<file path="src/rtl/wbtimeout.sv">
// wbtimeout: Wishbone bus watchdog between the arbiter's shared master port
// and the slave interconnect. All pass-through paths are combinational. The
// block tracks outstanding pipelined requests, aborts any cycle that makes no
// progress for TIMEOUT clocks with a one-cycle bus error to the master, and
// records the faulting address for software.
//
// Ports:
//   i_clk, i_rst_n                  clock, synchronous active-low reset
//   i_cyc/i_stb/i_we/i_adr/i_dat    master request (from arbiter)
//   o_ack/o_stall/o_err/o_data      master response
//   o_cyc/o_stb/o_we/o_adr/o_dat    slave request
//   i_ack/i_stall/i_err/i_data      slave response
//   o_fault, o_fault_adr            sticky fault flag and captured address
//   i_fault_clr                     clears o_fault (address is retained)
module wbtimeout #(
    parameter int unsigned DW      = 32,
    parameter int unsigned AW      = 19,
    parameter int unsigned TIMEOUT = 1000,
    parameter int unsigned TW      = 10,
    parameter int unsigned LGNOUT  = 4
) (
    input  logic          i_clk,
    input  logic          i_rst_n,
    // master side
    input  logic          i_cyc,
    input  logic          i_stb,
    input  logic          i_we,
    input  logic [AW-1:0] i_adr,
    input  logic [DW-1:0] i_dat,
    output logic          o_ack,
    output logic          o_stall,
    output logic          o_err,
    output logic [DW-1:0] o_data,
    // slave side
    output logic          o_cyc,
    output logic          o_stb,
    output logic          o_we,
    output logic [AW-1:0] o_adr,
    output logic [DW-1:0] o_dat,
    input  logic          i_ack,
    input  logic          i_stall,
    input  logic          i_err,
    input  logic [DW-1:0] i_data,
    // fault reporting
    output logic          o_fault,
    output logic [AW-1:0] o_fault_adr,
    input  logic          i_fault_clr
);

    localparam logic [1:0] IDLE   = 2'd0;
    localparam logic [1:0] ACTIVE = 2'd1;
    localparam logic [1:0] ABORT  = 2'd2;

    logic [1:0]        state_q,     state_d;
    logic [LGNOUT-1:0] nout_q,      nout_d;
    logic [TW-1:0]     timer_q,     timer_d;
    logic              err_q,       err_d;
    logic              fault_q,     fault_d;
    logic [AW-1:0]     fault_adr_q, fault_adr_d;
    logic [AW-1:0]     last_adr_q,  last_adr_d;

    logic in_abort;
    logic sat;
    logic has_nout;
    logic accept;
    logic ack_dec;
    logic counting;
    logic timeout;
    logic fault_event;

    // Pass-through paths and the abort override
    always_comb begin
        in_abort = (state_q == ABORT);
        sat      = &nout_q;
        has_nout = (nout_q != '0);

        o_cyc    = i_cyc && !in_abort;
        o_stb    = i_cyc && i_stb && !sat && !in_abort;
        o_we     = i_we;
        o_adr    = i_adr;
        o_dat    = i_dat;
        o_data   = i_data;
        o_stall  = in_abort || sat || i_stall;
        o_ack    = i_ack && has_nout && !in_abort;
        o_err    = err_q || ((state_q == ACTIVE) && i_err);

        accept   = o_stb && !i_stall;
        ack_dec  = i_ack && has_nout;
    end

    // Progress watchdog: a cycle counts only while something is owed to the
    // master and neither an ack nor a newly accepted request shows progress.
    always_comb begin
        counting = (state_q == ACTIVE) && i_cyc
                && (has_nout || (i_stb && i_stall))
                && !i_ack && !accept;
        timeout  = counting && (timer_q == TW'(TIMEOUT - 1));
        fault_event = (state_q == ACTIVE) && (timeout || i_err);
    end

    // Next-state, counters and fault capture
    always_comb begin
        state_d     = state_q;
        nout_d      = nout_q;
        timer_d     = '0;
        err_d       = 1'b0;
        fault_d     = fault_q;
        fault_adr_d = fault_adr_q;
        last_adr_d  = last_adr_q;

        if (accept) begin
            last_adr_d = i_adr;
        end

        case (state_q)
            IDLE: begin
                // A cycle may open and issue its first request in the same clock.
                nout_d = LGNOUT'(accept);
                if (i_cyc) begin
                    state_d = ACTIVE;
                end
            end
            ACTIVE: begin
                if (fault_event) begin
                    state_d = ABORT;
                    nout_d  = '0;
                    err_d   = timeout;
                end else if (!i_cyc) begin
                    state_d = IDLE;
                    nout_d  = '0;
                end else begin
                    if (accept && !ack_dec) begin
                        nout_d = nout_q + LGNOUT'(1);
                    end else if (ack_dec && !accept) begin
                        nout_d = nout_q - LGNOUT'(1);
                    end
                    if (counting) begin
                        timer_d = timer_q + TW'(1);
                    end
                end
            end
            ABORT: begin
                nout_d = '0;
                if (!i_cyc) begin
                    state_d = IDLE;
                end
            end
            default: begin
                state_d = IDLE;
                nout_d  = '0;
            end
        endcase

        // A new fault wins over a simultaneous clear.
        if (fault_event) begin
            fault_d     = 1'b1;
            fault_adr_d = (i_stb && i_stall) ? i_adr : last_adr_q;
        end else if (i_fault_clr) begin
            fault_d = 1'b0;
        end
    end

    always_ff @(posedge i_clk) begin
        if (!i_rst_n) begin
            state_q     <= IDLE;
            nout_q      <= '0;
            timer_q     <= '0;
            err_q       <= 1'b0;
            fault_q     <= 1'b0;
            fault_adr_q <= '0;
            last_adr_q  <= '0;
        end else begin
            state_q     <= state_d;
            nout_q      <= nout_d;
            timer_q     <= timer_d;
            err_q       <= err_d;
            fault_q     <= fault_d;
            fault_adr_q <= fault_adr_d;
            last_adr_q  <= last_adr_d;
        end
    end

    assign o_fault     = fault_q;
    assign o_fault_adr = fault_adr_q;

endmodule

</file>
<file path="config.mk">
export PLATFORM = sky130hd
export DESIGN_NAME = wbtimeout
export DESIGN_NICKNAME = d
export VERILOG_FILES = /design/src/rtl/wbtimeout.sv
export SDC_FILE = /design/constraint.sdc
export NUM_CORES = 1
export LEC_CHECK = 0
export ABC_CLOCK_PERIOD_IN_PS = 2800
export BUFFER_PORTS_ARGS = -buffer_cell sky130_fd_sc_hd__buf_2
export CELL_PAD_IN_SITES_DETAIL_PLACEMENT = 0
export CELL_PAD_IN_SITES_GLOBAL_PLACEMENT = 1
export CORE_ASPECT_RATIO = 1.1
export CORE_MARGIN = 2
export CORE_UTILIZATION = 27
export CTS_BUF_LIST = sky130_fd_sc_hd__clkbuf_16
export DETAILED_ROUTE_END_ITERATION = 16
export HOLD_SLACK_MARGIN = 0.02
export PLACE_DENSITY = 0.8
export SLEW_MARGIN = 20
export SYNTH_ARGS = -nofsm -noshare
export SYNTH_HDL_FRONTEND = slang
export SYNTH_SLANG_ARGS = --single-unit
</file>
<file path="constraint.sdc">
create_clock -name i_clk -period 2.8 [get_ports i_clk]
set_input_delay 0.42 -clock i_clk [delete_from_list [all_inputs] [get_ports i_clk]]
set_output_delay 0.42 -clock i_clk [all_outputs]
set_load 0.1 [all_outputs]
</file>
==> results.md, run 1 <==
- Post-Route WL: ~7200 um
- Ys async rst share: 0
- Switching Share: 0.331
- Unrepaired setup endpoints after global routing: no
- Seq/Total Area, Yosys: 0.352
- # setup viols final: 0
- Class of the tightest hold or removal check: in2reg
- Max incr delay on CP: between 0.5 and 0.6 ns
- Number of flops mapped to enable cells by yosys: 0
- Most common cell after layout, fill and taps aside: buf_2
- Vias in the first global route: roughly 2300
- Synth warn: 0
- Vias/cell: roughly 4.7
- Height of the die: 118 um
- Worst setup margin: between 0.1 and 0.15 ns
- Clock Power Share: 0.351
- Comb power frac: 0.227
- Mapped Cells: 369
- Total CTS buffers: 5
- Final setup TNS: 0 ns
- Clock buffer depth: 2
- DRC Markers: 0
- Crit path DAT: about 2.9 ns
- Int Power: around 1.3 mW
- CORE AREA: 0.0115 mm2
- Type of the worst setup path: reg2reg
- CTS clk-pin slew, worst paths: 0.07 ns
- Largest net degree at the start of global routing: 29
- Detailed Place HPWL: about 5200 um
- Final-stage net count: around 450
- Sequential share of power: 0.422
- N_diodes: 0
- # port buffers: 70
- Initial Utilization: 0.277
- Final hold slack: 0.383 ns
- Share of cells above drive strength 1: 0.283
- Most common cell on crit path: a21o_1
- R2R depth: 9
- Max Cap Viol: 0
- Pwr Density: 613 mW/mm2
- Min Clock Period, post-route: 2.65 ns
- Root buf cell: clkbuf_16
- # IOs: approximately 200
- Final core occ: 0.281
- Avg Cell Area, Syn: approximately 8.6 um2
- Rows: a little over 40
- Hold endpoint: last_adr_q[16]
- Layout Skew: roughly 0.0061 ns
- Peak VDD IR: about 0.00022 V
- Mapped Area: about 0.0032 mm2
- Clock Sinks: 56
- Post-route ant nets: 0
- Worst-path maximum fanout: 6
- Status: complete, no violations
- Hold Buf Count CTS: 0
- First-pass GRT wire length: 11600 um
- Die W: 108 um
- Maximum clock rate: between 300 and 400 MHz
- Die ar.: about 0.013 mm2
- CTS tree: yes
- Iteration-0 DRC Markers: 95
- P_leak: between 1 and 1.5 nW
- R2R setup slack: 0.15 ns
- GRT Total Usage: 0.114
- Critical-path cell list: or4_1 > nand2_2 > nand2_1 > ha_1 > a21o_1 > a21o_1 > or3_1 > a211o_1 > a31oi_1
- H-tree depth: 2
- Initial antenna violation count: 0
- Netlist cell types: 39
- Worst r2r dst: nout_q[3]
- Ys flop type: dfxtp_1
- Crit end category: register
- Pre-CTS setup slack: 0.116 ns
- Grt ovf: 0
- Gpl congestion: 0.696
- CP Launch Type: register
- Slowest cell on crit path: or4_1
- RR Startpoint: nout_q[0]
- Via Count: between 2000 and 2500
- Area growth, synth to finish: 1.33%
- Drt wl/cell: approximately 14 um
- P_sw: 655 uW
- Commonest cells after routing, fill and taps aside: 70 x buf_2, 56 x dfxtp_1, 48 x nand2_1, 40 x a21oi_1, 21 x mux2i_1
- Synth Register Bits: 56
- Clk_lat worst skew: between 0.2 and 0.3 ns
- Hold depth: 3
- Worst EP required: between 3 and 4 ns
- Mapped Nets: ~470
- Worst-Margin Slew: between 0.5 and 0.6 ns
- DR pass1 iterations: 4
- Hold Fails Final Rpt: 0
- Fin crit share: 0.947
- Worst slew margin: 0.650
- Final Non-Filler Cells: 500
- Dpl cells: about 490
- Hold wc startpoint: i_adr[16]
- Slew Limit Fails: 0
cell usage after synthesis, types with 2 or more instances:
cell type   n  area share
nand3b_1    2      0.0047
a21oi_1    40       0.063
xor2_1      4       0.011
nor2_1     17       0.020
a21o_1      3      0.0071
and3_1      2      0.0039
xnor2_1     8       0.022
nand3_1     3      0.0047
a211oi_1   11       0.026
nor3_1      3      0.0047
or3_1       3      0.0059
dfxtp_1    56        0.35
nand4_1     3      0.0059
a211o_1     2      0.0055
mux2i_1    21       0.066
nor2b_1     3      0.0059
nand2b_1    3      0.0059
buf_6       3       0.011
or4_1       2      0.0047
and2_1      2      0.0039
ha_1        3       0.012
buf_4      84        0.20
inv_1       5      0.0059
nand2_1    49       0.058
a211oi_2   10       0.039
clkbuf_1   14       0.016
state kept, by name, summed over array words and instances (netlist names):
signal       flops
timer_q         10
last_adr_q      19
o_fault_adr     19
o_fault          1
state_q          2
nout_q           4
err_q            1
timing repair:
| item | CTS | global route |
|---|---|---|
| setup buffers | 0 | 0 |
| resized for setup | 0 | 1 |
| endpoints found under the setup margin | 0 | 1 |
| endpoints found under the hold margin | 0 | 0 |
area by class of cell:
class | instances | area, um2
timing repair buffer | 77 | 403
clock inverter | 1 | 30.0
clock buffer | 5 | 125
inverter | 5 | 18.8
sequential | 56 | 1120
fill | 1283 | 8260
multi-input combinational | 206 | 1350
tap | 150 | 188
how the worst max path moves through the flow:
stage	startpoint	to	slack (ns)	depth (start not counted)
floorplan	nout_q[3]	nout_q[3]	0.05	10
global placement	nout_q[0]	nout_q[3]	0.21	9
detailed placement	nout_q[0]	nout_q[3]	0.12	9
CTS	nout_q[0]	nout_q[3]	0.1	9
global route	nout_q[0]	nout_q[3]	0.01	9
finish	nout_q[0]	nout_q[3]	0.15	9
power groups by stage:
| stage | combinational [mW] | sequential (mW) | clock, mW |
|---|---|---|---|
| final | 0.449 | 0.837 | 0.696 |
| after global routing | 0.472 | 0.840 | 0.760 |
| after CTS | 0.453 | 0.837 | 0.726 |
| after detailed placement | 0.453 | 0.855 | 0 |
| after global placement | 0.448 | 0.855 | 0 |
| after floorplan | 0.714 | 0.958 | 0 |
stage by stage:
stage	area, um2	total power [mW]
floorplan	3200	1.67
global placement	3070	1.30
detailed placement	3070	1.31
CTS	3230	2.02
global route	3230	2.07
finish	3230	1.98
cells by family (layout without fill, tap and decap cells):
logic type,count (synthesis),after routing,share of synthesized area
flops,56,56,0.352
simple gates,97,97,0.144
xor+xnor,12,12,0.0330
mux,21,21,0.0659
buf+inv,107,88,0.232
compound gates,72,72,0.155
fa+ha+maj,4,4,0.0181
routing by layer:
| metal | vias to the layer above | routed length (um) | track usage |
|---|---|---|---|
| met4 | 0 | 74 | 0.0425 |
| li1 | 1134 | - | - |
| met3 | 12 | 553 | 0.0316 |
| met2 | 83 | 3440 | 0.193 |
| met1 | 1107 | 3140 | 0.137 |
| met5 | - | 0 | 0 |
critical path: cells and delay by family (launching register included):
family                     cells  cell delay [ns]
AOI/OAI and AO/OA              4             0.77
and+or+nand+nor                4             1.17
DFF                            1             0.35
adders and majority gates      1             0.30
(Power assumes the default switching activity.)
==> run 2: changes to the inputs <==
--- a/config.mk
+++ b/config.mk
@@ -16,7 +16,10 @@
 export DETAILED_ROUTE_END_ITERATION = 16
 export HOLD_SLACK_MARGIN = 0.02
 export PLACE_DENSITY = 0.8
+export SETUP_SLACK_MARGIN = 0.15
+export SKIP_CTS_REPAIR_TIMING = 1
 export SLEW_MARGIN = 20
 export SYNTH_ARGS = -nofsm -noshare
 export SYNTH_HDL_FRONTEND = slang
 export SYNTH_SLANG_ARGS = --single-unit
+export TNS_END_PERCENT = 20
==> run 2 against run 1 <==
  * Maximum frequency rose by 6.4%
  * Critical path depth unchanged
  * Cell count rose by 0.60%
  * Worst hold slack lost 0.0090 ns
  * Global-route usage down 0.50 points
  * Design area up 0.54%
  * Largest cell class unchanged
  * Critical path type unchanged
  * Register-to-register slack gained 0.16 ns
  * Combinational power is essentially flat
==> results.md, run 2 (synthesized netlist as in run 1, its figures left out) <==
- Status: complete, no violations
- Maximum clock rate: 401 MHz
- Worst slew margin: 0.608
- Detailed Place HPWL: approximately 4800 um
- # IOs: around 200
- Fin crit share: 0.890
- Initial antenna violation count: 0
- Die ar.: ~0.013 mm2
- Final-stage net count: 448
- Vias/cell: roughly 4.6
- Overall Power: 1.93 mW
- DR pass1 iterations: 4
- CTS tree: yes
- Share of cells above drive strength 1: 0.303
- First-pass GRT wire length: 11300 um
- Worst setup margin: ~0.31 ns
- Peak VDD IR: slightly below 0.0003 V
- Switching Share: 0.351
- P_sw: just under 700 uW
- Hold endpoint: last_adr_q[9]
- Height of the die: ~120 um
- Clock Power Share: 0.334
- Post-route ant nets: 0
- Comb power frac: 0.233
- Most common cell after layout, fill and taps aside: buf_2
- Min Clock Period, post-route: 2.49 ns
- Worst-path maximum fanout: 5
- Final hold slack: 0.374 ns
- Total CTS buffers: 5
- # setup viols final: 0
- Crit path DAT: between 2 and 3 ns
- RR Startpoint: nout_q[3]
- R2R setup slack: 0.31 ns
- Register Area: 0.00112 mm2
- Area growth, synth to finish: 1.88%
- CORE AREA: between 0.01 and 0.015 mm2
- Layout Skew: roughly 0.012 ns
- Slew Limit Fails: 0
- Most common cell on crit path: a21o_1
- Clk_lat worst skew: about 0.3 ns
- CTS clk-pin slew, worst paths: 0.08 ns
- Drt wl/cell: 13.6 um
- Class of the tightest hold or removal check: in2reg
- Worst EP required: between 3 and 4 ns
- Initial Utilization: 0.277
- Max Cap Viol: 0
- Commonest cells after routing, fill and taps aside: 70 x buf_2, 54 x dfxtp_1, 47 x nand2_1, 40 x a21oi_1, 21 x mux2i_1
- Vias in the first global route: between 2000 and 2500
- Sequential share of power: 0.433
- Clock buffer depth: 2
- Fillers: approximately 1300
- Slowest cell on crit path: dfxtp_1
- Largest net degree at the start of global routing: 42
- Clock Sinks: 56
- Hold wc startpoint: i_adr[9]
- Rows: about 40
- Via Count: between 2000 and 2500
- Pre-CTS setup slack: 0.120 ns
- Hold depth: 3
- Gpl congestion: ~0.8
- Grt ovf: 0
- Die W: ~110 um
- H-tree depth: 2
- CP Launch Type: register
- Critical-path cell list: and4_2 > nor4_4 > nand2_2 > ha_1 > a21o_1 > a21o_1 > or3_1 > a211o_1 > a31oi_1
- Int Power: around 1.3 mW
- Hold Fails Final Rpt: 0
- Pwr Density: between 500 and 600 mW/mm2
- Type of the worst setup path: reg2reg
- DRC Markers: 0
- # port buffers: 70
- Iteration-0 DRC Markers: between 80 and 90
- Post-Route WL: roughly 6900 um
- Multi-input logic area: roughly 0.0014 mm2
- GRT Total Usage: 0.109
- R2R depth: 9
- N_diodes: 0
- P_leak: 1.26 nW
- Worst r2r dst: nout_q[3]
- Unrepaired setup endpoints after global routing: no
- Root buf cell: clkbuf_16
- Max incr delay on CP: around 0.36 ns
- Worst-Margin Slew: about 0.59 ns
- Crit end category: register
run 2: cell count changes in the layout (fill, tap and decap cells not counted), sizes merged:
cell	before	now
clkinvlp	0	1
bufinv	1	0
buf	77	78
inv	5	7
run 2: power by group through the flow:
stage,Combinational [mW],Clock (mW),Sequential (mW)
6_report,0.450,0.646,0.837
5_1_grt,0.474,0.701,0.841
4_1_cts,0.451,0.671,0.837
3_5_place_dp,0.450,0,0.855
3_3_place_gp,0.447,0,0.854
2_1_floorplan,0.713,0,0.958
run 2: worst max path at each step:
stage	start	to	slack, ns	depth (start not counted)
floorplan	nout_q[3]	nout_q[3]	-0.05	10
global placement	nout_q[0]	nout_q[3]	0.22	9
detailed placement	nout_q[0]	nout_q[3]	0.12	9
CTS	nout_q[0]	nout_q[3]	0.09	9
global route	nout_q[3]	nout_q[3]	0.17	9
finish	nout_q[3]	nout_q[3]	0.31	9
run 2: area by class of cell:
type	instances	share of cell area
Tap cell	150	0.0578
Clock buffer	5	0.0385
Clock inverter	3	0.00770
Sequential cell	56	0.346
Multi-Input combinational cell	206	0.418
Inverter	5	0.00578
Timing Repair Buffer	78	0.126
run 2: critical path: cells and delay by family, from the launching register on:
| kind | cells | cell delay (ns) |
|---|---|---|
| compound gates | 4 | 0.75 |
| fa+ha+maj | 1 | 0.28 |
| flops | 1 | 0.36 |
| simple gates | 4 | 1.04 |
run 2: layer usage:
metal | vias up | share of wire | track usage
met3 | 11 | 0.070 | 0.0327
met4 | 0 | 0.0074 | 0.0216
met1 | 1085 | 0.45 | 0.132
met5 | - | 0 | 0
li1 | 1131 | - | -
met2 | 84 | 0.48 | 0.191
run 2: through the flow:
step / cells / util / area [um2] / TNS [ns]
3_3_place_gp: 494 / 0.267 / 3070 / 0
5_1_grt: 503 / 0.283 / 3250 / 0
3_5_place_dp: 494 / 0.267 / 3070 / 0
2_1_floorplan: 369 / - / 3190 / -0.0467
6_report: 503 / 0.283 / 3250 / 0
4_1_cts: 502 / 0.280 / 3220 / 0
==> run 3: changes to the inputs <==
--- a/config.mk
+++ b/config.mk
@@ -9,7 +9,7 @@
 export BUFFER_PORTS_ARGS = -buffer_cell sky130_fd_sc_hd__buf_2
 export CELL_PAD_IN_SITES_DETAIL_PLACEMENT = 0
 export CELL_PAD_IN_SITES_GLOBAL_PLACEMENT = 1
-export CORE_ASPECT_RATIO = 1.1
+export CORE_ASPECT_RATIO = 0.8
 export CORE_MARGIN = 2
 export CORE_UTILIZATION = 27
 export CTS_BUF_LIST = sky130_fd_sc_hd__clkbuf_16
==> run 3 against run 2 <==
  * Cell count decreased by 0.99%
  * Die area about the same
  * Global-route usage decreased by 0.23 points
  * Clock power decreased by 6.0%
  * Clock skew decreased by 0.0087 ns
  * Sequential share of layout area increased by 0.20 points
  * Routed wire length increased by 2.8%
  * Critical path type unchanged
  * Largest power group unchanged
==> results.md, run 3 (synthesized netlist as in run 1, its figures left out) <==
- Worst-path maximum fanout: 6
- Vias in the first global route: between 2000 and 2500
- Class of the tightest hold or removal check: in2reg
- Layout Skew: between 0.003 and 0.004 ns
- Post-route ant nets: 0
- Root buf cell: clkbuf_16
- Multi-input logic area: approximately 0.0014 mm2
- # IOs: roughly 200
- Share of cells above drive strength 1: 0.297
- Dpl cells: between 400 and 500
- Status: complete, no violations
- Pwr Density: 587 mW/mm2
- First-pass GRT wire length: approximately 11000 um
- Fillers: around 1200
- CP Launch Type: register
- GRT Total Usage: 0.107
- Peak VDD IR: 0.000244 V
- CP endpoint: nout_q[3]
- Final core occ: 0.280
- Overall Power: approximately 1.9 mW
- R2R setup slack: ~0.31 ns
- Clock Sinks: 56
- Fin crit share: 0.891
- Hold Fails Final Rpt: 0
- Gpl congestion: ~0.8
- Largest net degree at the start of global routing: 39
- Slew Limit Fails: 0
- Area growth, synth to finish: 1.30%
- DR pass1 iterations: 4
- Grt ovf: 0
- Final setup TNS: 0 ns
- Type of the worst setup path: reg2reg
- Crit end category: register
- # port buffers: 70
- Via Count: ~2300
- Detailed Place HPWL: 4820 um
- RR Startpoint: nout_q[0]
- Die ar.: about 0.013 mm2
- P_leak: ~1.2 nW
- Worst Setup SP: nout_q[0]
- Worst-Margin Slew: 0.510 ns
- Min Clock Period, post-route: roughly 2.5 ns
- Pre-CTS setup slack: between 0.08 and 0.09 ns
- Die W: between 100 and 150 um
- R2R depth: 9
- CTS clk-pin slew, worst paths: about 0.070 ns
- N_diodes: 0
- Most common cell after layout, fill and taps aside: buf_2
- Crit path DAT: between 2 and 3 ns
- CTS tree: yes
- Worst slew margin: 0.662
- # setup viols final: 0
- Max Cap Viol: 0
- Vias/cell: about 4.7
- Initial antenna violation count: 0
- Post-Route WL: around 7100 um
- Final-stage net count: between 400 and 500
- Rows: 35
- Worst EP required: 3.02 ns
- Maximum clock rate: between 400 and 500 MHz
- Worst r2r dst: nout_q[3]
- Iteration-0 DRC Markers: 113
- Clk_lat worst skew: about 0.29 ns
- Worst setup margin: 0.306 ns
- Height of the die: around 100 um
- Final Non-Filler Cells: ~500
- DRC Markers: 0
- Commonest cells after routing, fill and taps aside: 70 x buf_2, 54 x dfxtp_1, 47 x nand2_1, 40 x a21oi_1, 21 x mux2i_1
- Hold depth: 3
- Drt wl/cell: about 14 um
- H-tree depth: 2
- Register Area: 0.00112 mm2
- Unrepaired setup endpoints after global routing: no
- Initial Utilization: 0.277
- Total CTS buffers: 5
- Clock buffer depth: 2
- CORE AREA: around 0.012 mm2
## run 3: how the worst min path moves through the flow
stage | start | to
after floorplan | timer_q[0] | timer_q[0]
after global placement | timer_q[0] | timer_q[0]
after detailed placement | timer_q[0] | timer_q[0]
after CTS | i_adr[4] | last_adr_q[4]
after global routing | i_adr[11] | last_adr_q[11]
final | i_adr[4] | last_adr_q[4]
## run 3: layout make-up
class | count | area share
multi-input combinational | 206 | 0.424
tap | 148 | 0.0573
sequential | 56 | 0.348
clock buffer | 5 | 0.0387
timing repair buffer | 76 | 0.122
inverter | 5 | 0.00581
clock inverter | 2 | 0.00387
## run 3: metal layers
metal	wire [um]	vias to the layer above	part of all wire	GRT usage
met5	0	-	0	0
met4	125	0	0.018	0.0385
met3	508	17	0.072	0.0412
met2	3090	85	0.44	0.161
met1	3330	1101	0.47	0.140
li1	-	1123	-	-
## run 3: report_power, final
part           internal (mW)  leakage [nW]  switching [mW]
sequential             0.822         0.456          0.0149
clock                  0.326        0.0657           0.281
combinational         0.0924         0.722           0.358
total                   1.24          1.24           0.655
## run 3: metrics by stage
step / hold slack [ns] / cell area [um2]
after CTS: 0.372 / 3200
after detailed placement: 0.438 / 3060
after global routing: 0.373 / 3230
after floorplan: 0.413 / 3190
final: 0.381 / 3230
after global placement: 0.423 / 3060
## run 3: critical path, cell delays in order (launching register included)
cell     delay, ns
dfxtp_2       0.35
or4_4         0.57
nand2_4       0.12
nand2_2       0.09
ha_4          0.23
a21o_1        0.17
a21o_1        0.20
or3_1         0.31
a211o_1       0.26
a31oi_1       0.12
